## config.mk

```make
export PLATFORM = sky130hd
export DESIGN_NAME = seq_divider
export DESIGN_NICKNAME = d
export VERILOG_FILES = /design/src/rtl/seq_divider_pkg.sv /design/src/rtl/div_step.sv /design/src/rtl/seq_divider.sv
export SDC_FILE = /design/constraint.sdc
export NUM_CORES = 1
export LEC_CHECK = 0
export ABC_AREA = 1
export CORE_MARGIN = 2
export CORE_UTILIZATION = 38
export CTS_BUF_LIST = sky130_fd_sc_hd__clkbuf_4
export CTS_CLUSTER_DIAMETER = 100
export CTS_CLUSTER_SIZE = 14
export DETAILED_ROUTE_END_ITERATION = 7
export PLACE_DENSITY_LB_ADDON = 0.12
export SKIP_CTS_REPAIR_TIMING = 1
export SYNTH_ARGS = -nofsm -noshare
export SYNTH_HDL_FRONTEND = slang
export SYNTH_SLANG_ARGS = --single-unit
```

## constraint.sdc

```tcl
create_clock -name clk -period 2.3 [get_ports clk]
set_clock_uncertainty 0.2 [all_clocks]
set_input_delay 0.345 -clock clk [delete_from_list [all_inputs] [get_ports clk]]
set_output_delay 0.345 -clock clk [all_outputs]
set_load 0.05 [all_outputs]
```

## src/rtl/seq_divider_pkg.sv

```systemverilog
// Shared types and default widths for the sequential divider.
package seq_divider_pkg;

  localparam int unsigned DefDividendW = 16;
  localparam int unsigned DefDivisorW  = 8;

  typedef enum logic [1:0] {
    StIdle,
    StCalc,
    StDone
  } state_e;

endpackage

```

## src/rtl/div_step.sv

```systemverilog
// One radix-2 restoring division iteration: shift in the next dividend bit,
// compare against the divisor and subtract when it fits.
module div_step #(
  parameter int unsigned DIVISOR_W = 8
) (
  input  logic [DIVISOR_W:0]   rem_i,
  input  logic                 bit_i,
  input  logic [DIVISOR_W-1:0] divisor_i,
  output logic [DIVISOR_W:0]   rem_o,
  output logic                 q_o
);

  logic [DIVISOR_W:0] shifted;
  logic [DIVISOR_W:0] divisor_ext;

  // The incoming remainder is always below the divisor, so its top bit can be dropped.
  always_comb begin
    shifted     = {rem_i[DIVISOR_W-1:0], bit_i};
    divisor_ext = {1'b0, divisor_i};
    q_o         = (shifted >= divisor_ext);
    rem_o       = q_o ? (shifted - divisor_ext) : shifted;
  end

endmodule

```

## src/rtl/seq_divider.sv

```systemverilog
// Sequential unsigned restoring divider, one quotient bit per clock.
// Optional feature: define SEQ_DIVIDER_DBZ_EN to add the div_by_zero flag and
// a one-cycle early exit when the divisor is zero.
module seq_divider
  import seq_divider_pkg::*;
#(
  parameter int unsigned DIVIDEND_W = DefDividendW,
  parameter int unsigned DIVISOR_W  = DefDivisorW
) (
  input  logic                  clk,
  input  logic                  rst,
  input  logic                  start,
  input  logic [DIVIDEND_W-1:0] dividend,
  input  logic [DIVISOR_W-1:0]  divisor,
  output logic                  busy,
  output logic                  done,
  output logic [DIVIDEND_W-1:0] quotient,
  output logic [DIVISOR_W-1:0]  remainder
`ifdef SEQ_DIVIDER_DBZ_EN
  ,
  output logic                  div_by_zero
`endif
);

  localparam int unsigned CntW = (DIVIDEND_W > 1) ? $clog2(DIVIDEND_W) : 1;
  localparam logic [CntW-1:0] LastCnt = CntW'(DIVIDEND_W - 1);

  state_e                state_q, state_d;
  logic [CntW-1:0]       cnt_q, cnt_d;
  logic [DIVISOR_W:0]    rem_q, rem_d;
  // Holds the unconsumed dividend bits at the top and collects quotient bits at the bottom.
  logic [DIVIDEND_W-1:0] work_q, work_d;
  logic [DIVISOR_W-1:0]  dvsr_q, dvsr_d;
  logic [DIVIDEND_W-1:0] quo_q, quo_d;
  logic [DIVISOR_W-1:0]  rmd_q, rmd_d;
  logic                  busy_q, busy_d;
  logic                  done_q, done_d;
`ifdef SEQ_DIVIDER_DBZ_EN
  logic                  dbz_q, dbz_d;
`endif

  logic [DIVISOR_W:0]    step_rem;
  logic                  step_q;

  div_step #(
    .DIVISOR_W(DIVISOR_W)
  ) u_div_step (
    .rem_i    (rem_q),
    .bit_i    (work_q[DIVIDEND_W-1]),
    .divisor_i(dvsr_q),
    .rem_o    (step_rem),
    .q_o      (step_q)
  );

  // Next-state and registered-output logic for the IDLE/CALC/DONE sequence.
  always_comb begin
    state_d = state_q;
    cnt_d   = cnt_q;
    rem_d   = rem_q;
    work_d  = work_q;
    dvsr_d  = dvsr_q;
    quo_d   = quo_q;
    rmd_d   = rmd_q;
    busy_d  = busy_q;
    done_d  = 1'b0;
`ifdef SEQ_DIVIDER_DBZ_EN
    dbz_d   = dbz_q;
`endif
    unique case (state_q)
      StIdle, StDone: begin
        busy_d  = 1'b0;
        state_d = StIdle;
        if (start) begin
          state_d = StCalc;
          busy_d  = 1'b1;
          cnt_d   = '0;
          rem_d   = '0;
          work_d  = dividend;
          dvsr_d  = divisor;
`ifdef SEQ_DIVIDER_DBZ_EN
          dbz_d   = 1'b0;
`endif
        end
      end
      StCalc: begin
`ifdef SEQ_DIVIDER_DBZ_EN
        if (dvsr_q == '0) begin
          // work_q still holds the untouched dividend here.
          state_d = StDone;
          busy_d  = 1'b0;
          done_d  = 1'b1;
          dbz_d   = 1'b1;
          quo_d   = '1;
          rmd_d   = work_q[DIVISOR_W-1:0];
        end else
`endif
        begin
          rem_d  = step_rem;
          work_d = {work_q[DIVIDEND_W-2:0], step_q};
          cnt_d  = cnt_q + CntW'(1);
          if (cnt_q == LastCnt) begin
            state_d = StDone;
            busy_d  = 1'b0;
            done_d  = 1'b1;
            cnt_d   = '0;
            quo_d   = {work_q[DIVIDEND_W-2:0], step_q};
            rmd_d   = step_rem[DIVISOR_W-1:0];
          end
        end
      end
      default: begin
        state_d = StIdle;
        busy_d  = 1'b0;
      end
    endcase
  end

  // State and output registers; reset aborts any operation in flight.
  always_ff @(posedge clk or posedge rst) begin
    if (rst) begin
      state_q <= StIdle;
      cnt_q   <= '0;
      rem_q   <= '0;
      work_q  <= '0;
      dvsr_q  <= '0;
      quo_q   <= '0;
      rmd_q   <= '0;
      busy_q  <= 1'b0;
      done_q  <= 1'b0;
`ifdef SEQ_DIVIDER_DBZ_EN
      dbz_q   <= 1'b0;
`endif
    end else begin
      state_q <= state_d;
      cnt_q   <= cnt_d;
      rem_q   <= rem_d;
      work_q  <= work_d;
      dvsr_q  <= dvsr_d;
      quo_q   <= quo_d;
      rmd_q   <= rmd_d;
      busy_q  <= busy_d;
      done_q  <= done_d;
`ifdef SEQ_DIVIDER_DBZ_EN
      dbz_q   <= dbz_d;
`endif
    end
  end

  assign busy      = busy_q;
  assign done      = done_q;
  assign quotient  = quo_q;
  assign remainder = rmd_q;
`ifdef SEQ_DIVIDER_DBZ_EN
  assign div_by_zero = dbz_q;
`endif

endmodule

```

# [Yosys cells after proc, flatten, opt, wreduce, memory -nomap -nowiden]
# Cells that the tools add are included.
[word_totals] out_inout_bits=26 in_bits=27 wordCells=39 register_bits=64
[classes] muxes=16 add_sub_neg=2 n_eq_ne=5 n_lt_le_gt_ge=1 n_reduce_logical=6
[ops] operator="16-bit case mux with 2 select lines" n=1
[ops] operator="16-bit 2-to-1 mux" n=1
[ops] operator="8-bit 2-to-1 mux" n=2
[ops] operator="8-bit case mux with 2 select lines" n=1
[ops] operator="9-bit by 8-bit >= comparator with 1-bit output" n=1
[ops] operator="4-bit 2-to-1 mux" n=2
[ops] operator="4-bit case mux with 2 select lines" n=1
[ops] operator="8-bit subtractor" n=1
[ops] operator="2-bit AND reduction" n=3
[ops] operator="1-bit 2-to-1 mux" n=5
[ops] operator="4-bit by 1-bit adder with 4-bit output (second input constant)" n=1
[ops] operator="4-bit == test (second input constant)" n=1
[ops] operator="2-bit != test (second input constant)" n=2
[ops] operator="2-bit case mux with 2 select lines" n=1
[ops] operator="2-bit by 1-bit == test with 1-bit output (second input constant)" n=1
[ops] operator="2-bit == test (second input constant)" n=1
[ops] operator="2-bit zero test" n=1
[ops] operator="2-bit 2-to-1 mux" n=1
[ops] operator="1-bit case mux with 2 select lines" n=1
[ops] operator="2-bit nonzero test" n=1
[ops] operator="2-bit OR reduction" n=1

# [Longest topological paths before layout]
[logic_depth] word_depth=4 mapped_depth=12 depth_no_buf=12

# [Cells and area by module]
# Synthesis repeated with hierarchy kept, for this count alone.
[hier_totals] hier_cells=465 hier_area_um2=3457.1
[modules_own_cells] module="seq_divider" n_inst=1 cells_each=332 seq_area_each_um2=1626.6 area_each_um2=2760.1
[modules_own_cells] module="div_step" n_inst=1 cells_each=133 seq_area_each_um2=0.0 area_each_um2=696.9

# [Worst setup path before layout]
# OpenSTA, ideal clock, no wires.
[synth_timing] kind="flip-flop to flip-flop" startpoint="reg rem_q[5]" endpoint="reg rmd_q[3] (netlist: remainder[3])" t_arrival_ps=1489 path_buffers=0 setup_time_ps=118 setup_slack_ps=493 t_required_ps=1982 period_less_slack_ps=1807 stages_incl_launch_ff=12 cell_sequence="dfrtp_1 ha_1 nand2_1 nand2_1 nand2_1 nand2_1 a21oi_4 nand2_4 nand2_1 nand2_1 nand2_1 nand2_1"
[synth_via] elab_chain_len=2
[synth_rtl] item="start: declaration" line="seq_divider.sv:30" text="logic [DIVISOR_W:0] rem_q, rem_d;"
[synth_rtl] item="start signal: assignment" line="seq_divider.sv:136" text="rem_q <= rem_d;"
[synth_rtl] item="9-bit by 8-bit >= comparator with 1-bit output" line="div_step.sv:20" text="q_o = (shifted >= divisor_ext);"
[synth_rtl] item="8-bit 2-to-1 mux" line="div_step.sv:21" text="rem_o = q_o ? (shifted - divisor_ext) : shifted;"
[synth_rtl] item="end signal: assignment" line="seq_divider.sv:140" text="rmd_q <= rmd_d;"
[synth_rtl] item="end: declaration" line="seq_divider.sv:35" text="logic [DIVISOR_W-1:0] rmd_q, rmd_d;"
# Every way passes these cells.
# A chain may end at the register's enable or synchronous reset.

# [Final worst setup path]
[layout_timing] startpoint="reg rmd_q[6] (netlist: remainder[6])" endpoint="out remainder[6]"
[layout_rtl] item="end: declaration" line="seq_divider.sv:18" text="output logic [DIVISOR_W-1:0] remainder"
# No word-level cell between the ends.

==> results_dict.tcl <==
set metrics [dict create \
    status "complete, no violations" \
    end_kind "primary output" \
    grtUsageTotal 0.176 \
    crit_path_end "remainder[6]" \
    vias 2511 \
    timing.rr.end "rem_q[4]$_DFFE_PP0P_" \
    rsz0062_at_grt "no" \
    instances_no_fill 534 \
    synth_commonest_cells "145 x nand2_1, 63 x dfrtp_1, 40 x nor2_1" \
    place_congestion 0.849 \
    synth-seq-area-share 0.516 \
    min_period_ns 2.15 \
    vdd_ir_drop_max_v 0.000632 \
    crit_family "buffers and inverters" \
    netlist_area_mm2 0.00305 \
    ys.flop_type "dfrtp_1" \
    drv_slew 0 \
    die_h_um 93.6 \
    cts_sinks 63 \
    ys_top_cells_by_area "dfrtp_1 52%, nand2_1 18%, nor2_1 4.9%" \
    design_area_mm2 0.00384 \
    crit_type "reg2out" \
    nets 464 \
    maxCapViolations 0 \
    async_reset_ff_frac 1.00 \
    fp-row-count 32 \
    path_cells "clkdlybuf4s50_1" \
    die_w_um 93.6 \
    setup_viol 0 \
    worstPathArrival_ns 1.60 \
    yosysMostFrequentCell "nand2_1" \
    cp_max_fo 2 \
    synthDistinctLibCells 27 \
    area_growth_pct 25.7 \
    gr-total-overflow 0 \
    r2r_cells 11 \
    drive_gt1_frac 0.0787 \
    worstMarginPinSlew_ns 0.499 \
    crit_start "remainder[6]$_DFFE_PP0P_" \
    ios 53 \
    htreeDepth 3 \
    hold_path_class "in2async" \
    cp-start-kind "flop" \
    insertion_delay_ns 0.40 \
    cts_buffers 9 \
    drc_errors 0 \
    drt_iter0_markers 124 \
    cpMaxStageDelayCell "clkdlybuf4s50_1" \
    grt_pass1_vias 2478 \
    via_per_inst 4.70 \
    ant_nets 0 \
    synth_fp_nets 406 \
    fmax_mhz 466 \
    fin_crit_sh 0.933 \
    core_mm2 0.00777 \
    relSlewSlack 0.667 \
    p_leak_nw 1.93 \
    grt_start_max_net_pins 64 \
    drt-pass1-iter-count 6 \
    grt_pass1_wl_um 11900 \
    io_buffers 52 \
    syn_inst 369 \
    avgSynthCellArea_um2 8.27 \
    yosys.area.top_type_share 0.516 \
    synth_edf_count 0 \
    antenna_found_initial 0 \
    r2r_start "rem_q[5]$_DFFE_PP0P_" \
    path_buf_inv 1 \
    hold_viol_final 0 \
    fin_setup_tns_ns 0 \
    r2r_slack_ns 0.20 \
    clkTransAtPathRegs_ns 0.12 \
    synth_area_leader_cell "dfrtp_1" \
    place_inst 518 \
    n_antenna_cell 0 \
    synth_seq_cells 63 \
    cts_tree "yes" \
    cellPowerDensity_mw_per_mm2 1740 \
    cts_max_path_buffers 2 \
    worstPathRequired_ns 1.75 \
    yosys_warnings 0 \
    clk_root_buffer_cell "clkbuf_4" \
    wl_um 6810 \
    die_area_mm2 0.00877 \
    max_stage_delay_ns 0.81 \
    routedWlPerCell_um 12.8 \
    placed_area_mm2 0.00368 \
    dp_hpwl_um 4890 \
    worstSetupPathDepth 1 \
    initial_core_util 0.393 \
]
layout by cell type, fill, tap and decap left out, drive strengths merged:
cell and count:
a22o 1, xor2 1, bufinv 2, dfrtp 63
nor2 41, nand2 148, xnor2 3, o22ai 16
clkinv 3, a21oi 3, nand4 2, or2 2
clkdlybuf4s50 52, clkbuf 10, buf 6, nand3b 5
o21ai 12, inv 32, fa 1, nand3 20
ha 9
final cells by class:
cell class	instances	area (µm²)
fill	795	3930
tap	102	128
inverter	31	116
clock inverter	6	83.8
clock buffer	10	75.1
timing repair buffer	58	578
sequential	63	1580
multi-input combinational	264	1280
worst reg2reg max path, cell delays in order, from the launching register on:
cell	delay, ns
dfrtp_1	0.42
ha_1	0.37
nand2_1	0.09
nand2_1	0.06
nand2_1	0.05
nand2_1	0.07
a21oi_4	0.28
nand2_4	0.15
nand2_1	0.09
nand2_1	0.08
nand2_1	0.07
nand2_1	0.05
where the power goes:
part	internal [W]	total, W	switching [W]
logic	0.00137	0.00384	0.00247
clock network	0.000452	0.000869	0.000417
registers	0.00165	0.00199	0.000339
total	0.00347	0.00669	0.00323
sequential cells by signal, summed over array words and instances, names as in the netlist:
register,count
quotient,16
dvsr_q,8
cnt_q,4
work_q,16
remainder,8
state_q,2
done,1
rem_q,8
per-stage QoR:
stage | utilization | power, W | hold slack, ns | worst slack (ns)
final | 0.494 | 0.00669 | 0.0931 | 0.155
after global routing | 0.494 | 0.00734 | 0.122 | 0.0106
after CTS | 0.494 | 0.00676 | 0.0977 | 0.126
after detailed placement | 0.473 | 0.00587 | 0.257 | 0.227
after global placement | 0.473 | 0.00583 | 0.253 | 0.190
after floorplan | - | 0.00482 | 0.255 | 0.185
logic make-up (layout without fill, tap and decap cells):
logic type | after synthesis | after routing | synth area share
xor+xnor | 4 | 4 | 0.0115
fa+ha+maj | 10 | 10 | 0.0434
flops | 63 | 63 | 0.516
buf+inv | 42 | 105 | 0.0648
compound gates | 32 | 32 | 0.0639
simple gates | 218 | 218 | 0.300
worst min path at each step:
stage                        startpoint                       end  slack (ns)  depth (start not counted)
3_5_place_dp   quotient[12]$_DFFE_PP0P_  quotient[12]$_DFFE_PP0P_        0.26                          2
3_3_place_gp   quotient[14]$_DFFE_PP0P_  quotient[14]$_DFFE_PP0P_        0.25                          2
4_1_cts                             rst  quotient[11]$_DFFE_PP0P_         0.1                          3
2_1_floorplan                divisor[0]     dvsr_q[0]$_DFFE_PP0P_        0.25                          2
6_report                            rst  quotient[11]$_DFFE_PP0P_        0.09                          3
5_1_grt                             rst  quotient[11]$_DFFE_PP0P_        0.12                          3
metal layers:
layer / GRT usage / wire (µm) / part of all wire
met1: 0.253 / 3490 / 0.51
met2: 0.258 / 2870 / 0.42
met3: 0.0346 / 354 / 0.052
met4: 0.0749 / 105 / 0.015
met5: 0 / 0 / 0
Note: power is estimated with default switching activity, not from simulation.
